## src/rtl/raster_mem_scheduler_if.sv

```systemverilog
// ---------------------------------------------------------------------------
// raster_mem_scheduler_if
// Bundles every non-clock signal of raster_mem_scheduler: clear control,
// rasterizer fragment handshake, Z-buffer port, framebuffer write port and
// the pass/fail statistics.
//   clear_req / clear_busy / clear_done : clear request and status
//   rw_valid / rw_ready / rw_x / rw_y / rw_z / rw_color : fragment handshake
//   zb_addr / zb_we / zb_wdata / zb_rdata : single-port Z-buffer
//   fb_addr / fb_we / fb_wdata : framebuffer write port
//   pass_count / fail_count : fragment statistics since the last clear
// Modports: slave = the scheduler, master = rasterizer/memory environment.
// ---------------------------------------------------------------------------
interface raster_mem_scheduler_if #(
    parameter int ADDR_W  = 19,
    parameter int COLOR_W = 8,
    parameter int Z_W     = 16
) ();
    logic               clear_req;
    logic               clear_busy;
    logic               clear_done;
    logic               rw_valid;
    logic               rw_ready;
    logic [9:0]         rw_x;
    logic [8:0]         rw_y;
    logic [Z_W-1:0]     rw_z;
    logic [COLOR_W-1:0] rw_color;
    logic [ADDR_W-1:0]  zb_addr;
    logic               zb_we;
    logic [Z_W-1:0]     zb_wdata;
    logic [Z_W-1:0]     zb_rdata;
    logic [ADDR_W-1:0]  fb_addr;
    logic               fb_we;
    logic [COLOR_W-1:0] fb_wdata;
    logic [31:0]        pass_count;
    logic [31:0]        fail_count;

    modport slave (
        input  clear_req, rw_valid, rw_x, rw_y, rw_z, rw_color, zb_rdata,
        output clear_busy, clear_done, rw_ready,
        output zb_addr, zb_we, zb_wdata, fb_addr, fb_we, fb_wdata,
        output pass_count, fail_count
    );

    modport master (
        output clear_req, rw_valid, rw_x, rw_y, rw_z, rw_color, zb_rdata,
        input  clear_busy, clear_done, rw_ready,
        input  zb_addr, zb_we, zb_wdata, fb_addr, fb_we, fb_wdata,
        input  pass_count, fail_count
    );
endinterface

```

## src/rtl/raster_mem_scheduler.sv

```systemverilog
// ---------------------------------------------------------------------------
// raster_mem_scheduler
// Owns all writes into the framebuffer write port and the single-port
// Z-buffer. After reset (and on clear_req) it clears the whole screen to
// Z_CLEAR / BG_COLOR, then accepts fragments and runs a read-compare-write
// depth test (ACCEPT -> READ -> CMP), committing colour and depth when the
// fragment is strictly closer than the stored depth.
// Ports:
//   pixel_clk : clock, rising edge
//   arstn     : synchronous active-low reset
//   bus       : raster_mem_scheduler_if.slave (clear control, fragment
//               handshake, Z-buffer port, framebuffer port, statistics)
// ---------------------------------------------------------------------------
module raster_mem_scheduler #(
    parameter int                 H_ACTIVE = 640,
    parameter int                 V_ACTIVE = 480,
    parameter int                 ADDR_W   = 19,
    parameter int                 COLOR_W  = 8,
    parameter int                 Z_W      = 16,
    parameter logic [Z_W-1:0]     Z_CLEAR  = 16'hFFFF,
    parameter logic [COLOR_W-1:0] BG_COLOR = 8'h00
) (
    input  logic                  pixel_clk,
    input  logic                  arstn,
    raster_mem_scheduler_if.slave bus
);
    localparam logic [1:0] S_CLEAR  = 2'd0;
    localparam logic [1:0] S_ACCEPT = 2'd1;
    localparam logic [1:0] S_READ   = 2'd2;
    localparam logic [1:0] S_CMP    = 2'd3;

    localparam logic [ADDR_W-1:0] LAST_ADDR = ADDR_W'(H_ACTIVE * V_ACTIVE - 1);
    localparam logic [9:0]        X_LIM     = 10'(H_ACTIVE);
    localparam logic [8:0]        Y_LIM     = 9'(V_ACTIVE);

    // y*H_ACTIVE + x as a constant shift-add over the set bits of H_ACTIVE;
    // for 640 this reduces to (y<<9) + (y<<7) + x with no multiplier.
    function automatic logic [ADDR_W-1:0] pix_addr(input logic [9:0] x,
                                                   input logic [8:0] y);
        logic [ADDR_W-1:0] acc;
        acc = ADDR_W'(x);
        for (int b = 0; b < ADDR_W; b++) begin
            if (H_ACTIVE[b])
                acc = acc + (ADDR_W'(y) << b);
        end
        return acc;
    endfunction

    function automatic logic [31:0] sat_inc(input logic [31:0] v);
        return (&v) ? v : v + 32'd1;
    endfunction

    logic [1:0]         state;
    logic [ADDR_W-1:0]  clr_cnt;
    logic               clear_pending;
    logic               clear_done_r;
    logic [ADDR_W-1:0]  zb_addr_r;
    logic               zb_we_r;
    logic [Z_W-1:0]     zb_wdata_r;
    logic [ADDR_W-1:0]  fb_addr_r;
    logic               fb_we_r;
    logic [COLOR_W-1:0] fb_wdata_r;
    logic [31:0]        pass_cnt;
    logic [31:0]        fail_cnt;
    logic [ADDR_W-1:0]  frag_addr;
    logic [Z_W-1:0]     frag_z;
    logic [COLOR_W-1:0] frag_color;

    logic clear_now;
    logic ready;
    logic accept;
    logic in_range;
    logic z_pass;

    // A request arriving in the same ACCEPT cycle already beats a fragment.
    assign clear_now = clear_pending | bus.clear_req;
    assign ready     = (state == S_ACCEPT) & ~clear_now;
    assign accept    = ready & bus.rw_valid;
    assign in_range  = (bus.rw_x < X_LIM) & (bus.rw_y < Y_LIM);
    assign z_pass    = frag_z < bus.zb_rdata;

    always_ff @(posedge pixel_clk) begin
        if (!arstn) begin
            state         <= S_CLEAR;
            clr_cnt       <= '0;
            clear_pending <= 1'b0;
            clear_done_r  <= 1'b0;
            zb_we_r       <= 1'b0;
            fb_we_r       <= 1'b0;
            zb_addr_r     <= '0;
            fb_addr_r     <= '0;
            pass_cnt      <= '0;
            fail_cnt      <= '0;
        end else begin
            zb_we_r      <= 1'b0;
            fb_we_r      <= 1'b0;
            clear_done_r <= 1'b0;
            if (bus.clear_req && state != S_CLEAR)
                clear_pending <= 1'b1;
            case (state)
                S_CLEAR: begin
                    zb_we_r   <= 1'b1;
                    fb_we_r   <= 1'b1;
                    zb_addr_r <= clr_cnt;
                    fb_addr_r <= clr_cnt;
                    if (clr_cnt == LAST_ADDR) begin
                        clr_cnt      <= '0;
                        clear_done_r <= 1'b1;
                        state        <= S_ACCEPT;
                    end else begin
                        clr_cnt <= clr_cnt + 1'b1;
                    end
                end
                S_ACCEPT: begin
                    if (clear_now) begin
                        // Entry to CLEAR consumes the request, including one
                        // arriving this very cycle.
                        clear_pending <= 1'b0;
                        clr_cnt       <= '0;
                        pass_cnt      <= '0;
                        fail_cnt      <= '0;
                        state         <= S_CLEAR;
                    end else if (accept) begin
                        if (in_range) begin
                            zb_addr_r <= pix_addr(bus.rw_x, bus.rw_y);
                            state     <= S_READ;
                        end else begin
                            fail_cnt <= sat_inc(fail_cnt);
                        end
                    end
                end
                S_READ: begin
                    state <= S_CMP;
                end
                default: begin
                    // S_CMP: zb_rdata holds the stored depth for frag_addr.
                    if (z_pass) begin
                        zb_we_r   <= 1'b1;
                        fb_we_r   <= 1'b1;
                        zb_addr_r <= frag_addr;
                        fb_addr_r <= frag_addr;
                        pass_cnt  <= sat_inc(pass_cnt);
                    end else begin
                        fail_cnt <= sat_inc(fail_cnt);
                    end
                    state <= S_ACCEPT;
                end
            endcase
        end
    end

    // Datapath registers: no reset, qualified by the write enables above.
    always_ff @(posedge pixel_clk) begin
        if (accept && in_range) begin
            frag_addr  <= pix_addr(bus.rw_x, bus.rw_y);
            frag_z     <= bus.rw_z;
            frag_color <= bus.rw_color;
        end
        if (state == S_CLEAR) begin
            zb_wdata_r <= Z_CLEAR;
            fb_wdata_r <= BG_COLOR;
        end else if (state == S_CMP) begin
            zb_wdata_r <= frag_z;
            fb_wdata_r <= frag_color;
        end
    end

    assign bus.clear_busy = (state == S_CLEAR);
    assign bus.clear_done = clear_done_r;
    assign bus.rw_ready   = ready;
    assign bus.zb_addr    = zb_addr_r;
    assign bus.zb_we      = zb_we_r;
    assign bus.zb_wdata   = zb_wdata_r;
    assign bus.fb_addr    = fb_addr_r;
    assign bus.fb_we      = fb_we_r;
    assign bus.fb_wdata   = fb_wdata_r;
    assign bus.pass_count = pass_cnt;
    assign bus.fail_count = fail_cnt;
endmodule

```

## src/flat_wrapper.sv

```systemverilog
// flat-port wrapper written by rule: the top's interface ports become plain ports
module raster_mem_scheduler_flat 
#(
    parameter int                 H_ACTIVE = 640,
    parameter int                 V_ACTIVE = 480,
    parameter int                 ADDR_W   = 19,
    parameter int                 COLOR_W  = 8,
    parameter int                 Z_W      = 16,
    parameter logic [Z_W-1:0]     Z_CLEAR  = 16'hFFFF,
    parameter logic [COLOR_W-1:0] BG_COLOR = 8'h00
)
  (pixel_clk, arstn, bus_clear_req, bus_rw_valid, bus_rw_x, bus_rw_y, bus_rw_z, bus_rw_color, bus_zb_rdata, bus_clear_busy, bus_clear_done, bus_rw_ready, bus_zb_addr, bus_zb_we, bus_zb_wdata, bus_fb_addr, bus_fb_we, bus_fb_wdata, bus_pass_count, bus_fail_count);
  raster_mem_scheduler_if #(.ADDR_W(ADDR_W), .COLOR_W(COLOR_W), .Z_W(Z_W)) bus_i ();
  input  logic pixel_clk;
  input  logic arstn;
  input wire logic [$bits(bus_i.clear_req)-1:0] bus_clear_req;
  input wire logic [$bits(bus_i.rw_valid)-1:0] bus_rw_valid;
  input wire logic [$bits(bus_i.rw_x)-1:0] bus_rw_x;
  input wire logic [$bits(bus_i.rw_y)-1:0] bus_rw_y;
  input wire logic [$bits(bus_i.rw_z)-1:0] bus_rw_z;
  input wire logic [$bits(bus_i.rw_color)-1:0] bus_rw_color;
  input wire logic [$bits(bus_i.zb_rdata)-1:0] bus_zb_rdata;
  output wire logic [$bits(bus_i.clear_busy)-1:0] bus_clear_busy;
  output wire logic [$bits(bus_i.clear_done)-1:0] bus_clear_done;
  output wire logic [$bits(bus_i.rw_ready)-1:0] bus_rw_ready;
  output wire logic [$bits(bus_i.zb_addr)-1:0] bus_zb_addr;
  output wire logic [$bits(bus_i.zb_we)-1:0] bus_zb_we;
  output wire logic [$bits(bus_i.zb_wdata)-1:0] bus_zb_wdata;
  output wire logic [$bits(bus_i.fb_addr)-1:0] bus_fb_addr;
  output wire logic [$bits(bus_i.fb_we)-1:0] bus_fb_we;
  output wire logic [$bits(bus_i.fb_wdata)-1:0] bus_fb_wdata;
  output wire logic [$bits(bus_i.pass_count)-1:0] bus_pass_count;
  output wire logic [$bits(bus_i.fail_count)-1:0] bus_fail_count;
  assign bus_i.clear_req = bus_clear_req;
  assign bus_i.rw_valid = bus_rw_valid;
  assign bus_i.rw_x = bus_rw_x;
  assign bus_i.rw_y = bus_rw_y;
  assign bus_i.rw_z = bus_rw_z;
  assign bus_i.rw_color = bus_rw_color;
  assign bus_i.zb_rdata = bus_zb_rdata;
  assign bus_clear_busy = bus_i.clear_busy;
  assign bus_clear_done = bus_i.clear_done;
  assign bus_rw_ready = bus_i.rw_ready;
  assign bus_zb_addr = bus_i.zb_addr;
  assign bus_zb_we = bus_i.zb_we;
  assign bus_zb_wdata = bus_i.zb_wdata;
  assign bus_fb_addr = bus_i.fb_addr;
  assign bus_fb_we = bus_i.fb_we;
  assign bus_fb_wdata = bus_i.fb_wdata;
  assign bus_pass_count = bus_i.pass_count;
  assign bus_fail_count = bus_i.fail_count;
  raster_mem_scheduler #(.H_ACTIVE(H_ACTIVE), .V_ACTIVE(V_ACTIVE), .ADDR_W(ADDR_W), .COLOR_W(COLOR_W), .Z_W(Z_W), .Z_CLEAR(Z_CLEAR), .BG_COLOR(BG_COLOR)) u_core (.pixel_clk(pixel_clk), .arstn(arstn), .bus(bus_i));
endmodule
```

## config.mk

```make
export PLATFORM = sky130hd
export DESIGN_NAME = raster_mem_scheduler_flat
export DESIGN_NICKNAME = d
export VERILOG_FILES = /design/src/rtl/raster_mem_scheduler_if.sv /design/src/rtl/raster_mem_scheduler.sv /design/src/flat_wrapper.sv
export SDC_FILE = /design/constraint.sdc
export NUM_CORES = 1
export LEC_CHECK = 0
export CORE_AREA = 5 5 144 146
export CTS_BUF_LIST = sky130_fd_sc_hd__clkbuf_8
export DETAILED_ROUTE_END_ITERATION = 8
export DIE_AREA = 0 0 149 151
export PLACE_DENSITY = 0.82
export SLEW_MARGIN = 20
export SYNTH_ARGS = -nofsm -noshare
export SYNTH_HDL_FRONTEND = slang
export SYNTH_SLANG_ARGS = --single-unit
```

## constraint.sdc

```tcl
create_clock -name pixel_clk -period 4.9 [get_ports pixel_clk]
set_clock_uncertainty 0.05 [all_clocks]
set_input_delay 1.225 -clock pixel_clk [delete_from_list [all_inputs] [get_ports pixel_clk]]
set_output_delay 1.225 -clock pixel_clk [all_outputs]
set_load 0.01 [all_outputs]
```

==> results.tsv <==
metric	value	unit
power.density	269	nW/um^2
areaGrowthSynthToFinish	24.2	%
clock_latency	0.48	ns
syn_area_per_cell	9.30	sq um
htree_num_levels	4	
cts.clk_slew.worst_paths	0.10	ns
drive_gt1_share	6.29	%
rsz0062_at_grt	false	
synth-seq-cells	193	
critPathSlowestCell	clkdlybuf4s50_1	
drc	0	
finalHoldViolCount	0	
reg2reg_slack	1.69	ns
cts_setup_buffers	0	
synth_edf_count	43	
start_util	53.1	%
yosys_warnings	0	
drt_iter0_drc	727	
die_area	22500	sq um
layout.nets	1358	
power	0.00343	W
cts_tree	yes	
path_max_fanout	6	
final_common_cell	clkdlybuf4s50_1	
drv_slew	0	
syn_inst	1101	
startpoint_type	input port	
ys_seq_area_share	41.9	%
final.period_utilization	84.6	%
arrival	2.87	ns
vias_per_cell	6.12	
dpl.hpwl	20.1	mm
min_path_cells	2	
synth_ff_type	dfxtp_1	
clock_path_buffers	2	
grt_max_degree	80	
ys_async_sr_fraction	0	%
clockRootBuffer	clkbuf_8	
cts_resized	0	
worst_pin_slew	0.990	ns
hp-start	u_core.bus.fb_addr[2]	
wl_per_cell	18.5	um
hold_ws	0.411	ns
cp.required	3.62	ns
timing.rr.start	u_core.state[0]	
setup_viol	0	
holdPathEnd	u_core.bus.fb_addr[2]	
dp.cells	1505	
mostFrequentLayoutCells	192 x clkdlybuf4s50_1, 150 x dfxtp_1, 100 x nand2_1	
die_x	149	um
crit_top_cell	clkdlybuf4s50_1	
first_pass_iters	5	
syn_area	10200	sq um
numClockSinks	193	
core-area	19300	sq um
cts_buffers	17	
drv_cap	0	
grt_overflow_total	0	
grt_pass1_vias	8903	
path_cells	clkdlybuf4s50_1 > nor2_1 > nand2_1 > inv_2 > clkdlybuf4s50_1	
gp_congestion	0.900	
cpPeakStageDelay	0.61	ns
wirelength	28.5	mm
fmax	241	MHz
r2r_cells	9	
relSlewSlack	33.8	%
reg2reg_to	u_core.bus.zb_addr[17]	
status	finished, final reports clean	
worst_setup_path_end_kind	primary output	
vias	9419	
path_class	in -> out	
placementRows	51	
postRouteAntennaNets	0	
leakage	4.45	nW
fin_crit	4.14	ns
fin_tns_setup	0	ns
cts_hold_buf	0	
fin_cells	1538	
synthesis.nets	1200	
io_pins	194	
synth_cell_types	80	
grtUsageTotal	25.0	%
dieHeight	151	um
hold_path_class	reg -> reg	
vdd_drop_max	0.173	mV
grt_pass1_wl	45.6	mm
antenna_found_initial	1	
io_buffers	193	
[per-layer routing]
| layer | routed length [um] | GRT usage (%) | part of all wire [%] |
|---|---|---|---|
| met1 | 11900 | 32.0 | 42 |
| met2 | 14000 | 42.8 | 49 |
| met3 | 1890 | 4.49 | 6.6 |
| met4 | 676 | 8.33 | 2.4 |
| met5 | 0 | 0 | 0 |
[stage by stage]
stage	utilization (%)	area [sq um]	setup slack [ns]
after global routing	66.0	12700	0.634
after detailed placement	63.9	12300	0.284
after floorplan	-	10200	1.01
final	66.0	12700	0.756
after global placement	63.9	12300	0.371
after CTS	66.0	12700	0.751
[registers in the layout, summed over array words and instances (netlist names)]
name	cells
u_core.bus.fail_count	32
u_core.bus.pass_count	32
u_core.bus.fb_addr	19
u_core.bus.zb_addr	19
u_core.clr_cnt	19
u_core.frag_addr	19
u_core.bus.zb_wdata	16
u_core.frag_z	16
u_core.bus.fb_wdata	8
u_core.frag_color	8
u_core.state	2
u_core.bus.clear_done	1
u_core.bus.zb_we	1
u_core.clear_pending	1
[worst max path at each step]
stage / startpoint / to / slack [ns]
global route: bus_clear_req / bus_rw_ready / 0.63
floorplan: bus_clear_req / u_core.frag_addr[0] / 1.01
CTS: bus_clear_req / bus_rw_ready / 0.75
global placement: bus_rw_y[0] / u_core.bus.zb_addr[17] / 0.37
detailed placement: bus_rw_y[0] / u_core.bus.zb_addr[17] / 0.28
finish: bus_clear_req / bus_rw_ready / 0.76
[synth_stat cells, drive strengths merged (4+ instances only)]
library cell / number / area [sq um]
clkbuf: 55 / 206
a2111oi: 10 / 106
o221ai: 4 / 35.0
buf: 15 / 119
or4: 6 / 52.6
nor3: 25 / 141
dfxtp: 150 / 3000
inv: 51 / 191
o21ai: 32 / 164
xnor2: 16 / 140
nand3: 45 / 225
and2: 18 / 113
and4: 17 / 156
o21a: 7 / 52.6
nor4: 9 / 71.3
o41ai: 14 / 175
a22oi: 4 / 30.0
nor4b: 6 / 52.6
a211oi: 22 / 170
nand4: 40 / 256
or3: 4 / 30.0
o311ai: 24 / 210
nor2b: 12 / 75.1
a22o: 10 / 87.6
nand4b: 6 / 52.6
mux2i: 54 / 541
a221o: 21 / 210
a31oi: 13 / 96.3
nand2: 100 / 375
nor2: 79 / 297
o211ai: 5 / 37.5
ha: 34 / 425
and3: 31 / 194
a211o: 5 / 43.8
o31ai: 13 / 97.6
nand2b: 10 / 62.6
edfxtp: 43 / 1290
xor2: 13 / 114
a21oi: 40 / 200
a41oi: 4 / 35.0
[critical path: cells and delay by family]
| kind | cells | cell delay (ns) |
|---|---|---|
| simple gates | 2 | 0.47 |
| buf+inv | 3 | 1.18 |
[kinds of logic after synthesis]
| logic type | count (synthesis) | synth area share [%] |
|---|---|---|
| XOR/XNOR | 29 | 2.48 |
| multiplexers | 54 | 5.28 |
| adder cells (fa/ha/maj) | 36 | 4.54 |
| buffers and inverters | 122 | 5.08 |
| AND/OR/NAND/NOR | 417 | 21.7 |
| AO/OA/AOI/OAI | 250 | 19.0 |
| flip-flops | 193 | 41.9 |
[where the power goes]
| part | switching [W] | internal [W] | total (W) |
|---|---|---|---|
| clock network | 0.000635 | 0.000429 | 0.00106 |
| registers | 0.0000373 | 0.00168 | 0.00172 |
| logic | 0.000378 | 0.000267 | 0.000645 |
[final cells by class]
| class | instances | area, sq um |
|---|---|---|
| Fill cell | 1583 | 6550 |
| Antenna cell | 1 | 2.50 |
| Sequential cell | 193 | 4290 |
| Timing Repair Buffer | 209 | 2050 |
| Tap cell | 265 | 332 |
| Clock inverter | 15 | 174 |
| Inverter | 52 | 195 |
| Multi-Input combinational cell | 786 | 5450 |
| Clock buffer | 17 | 234 |
(Power assumes the default switching activity.)
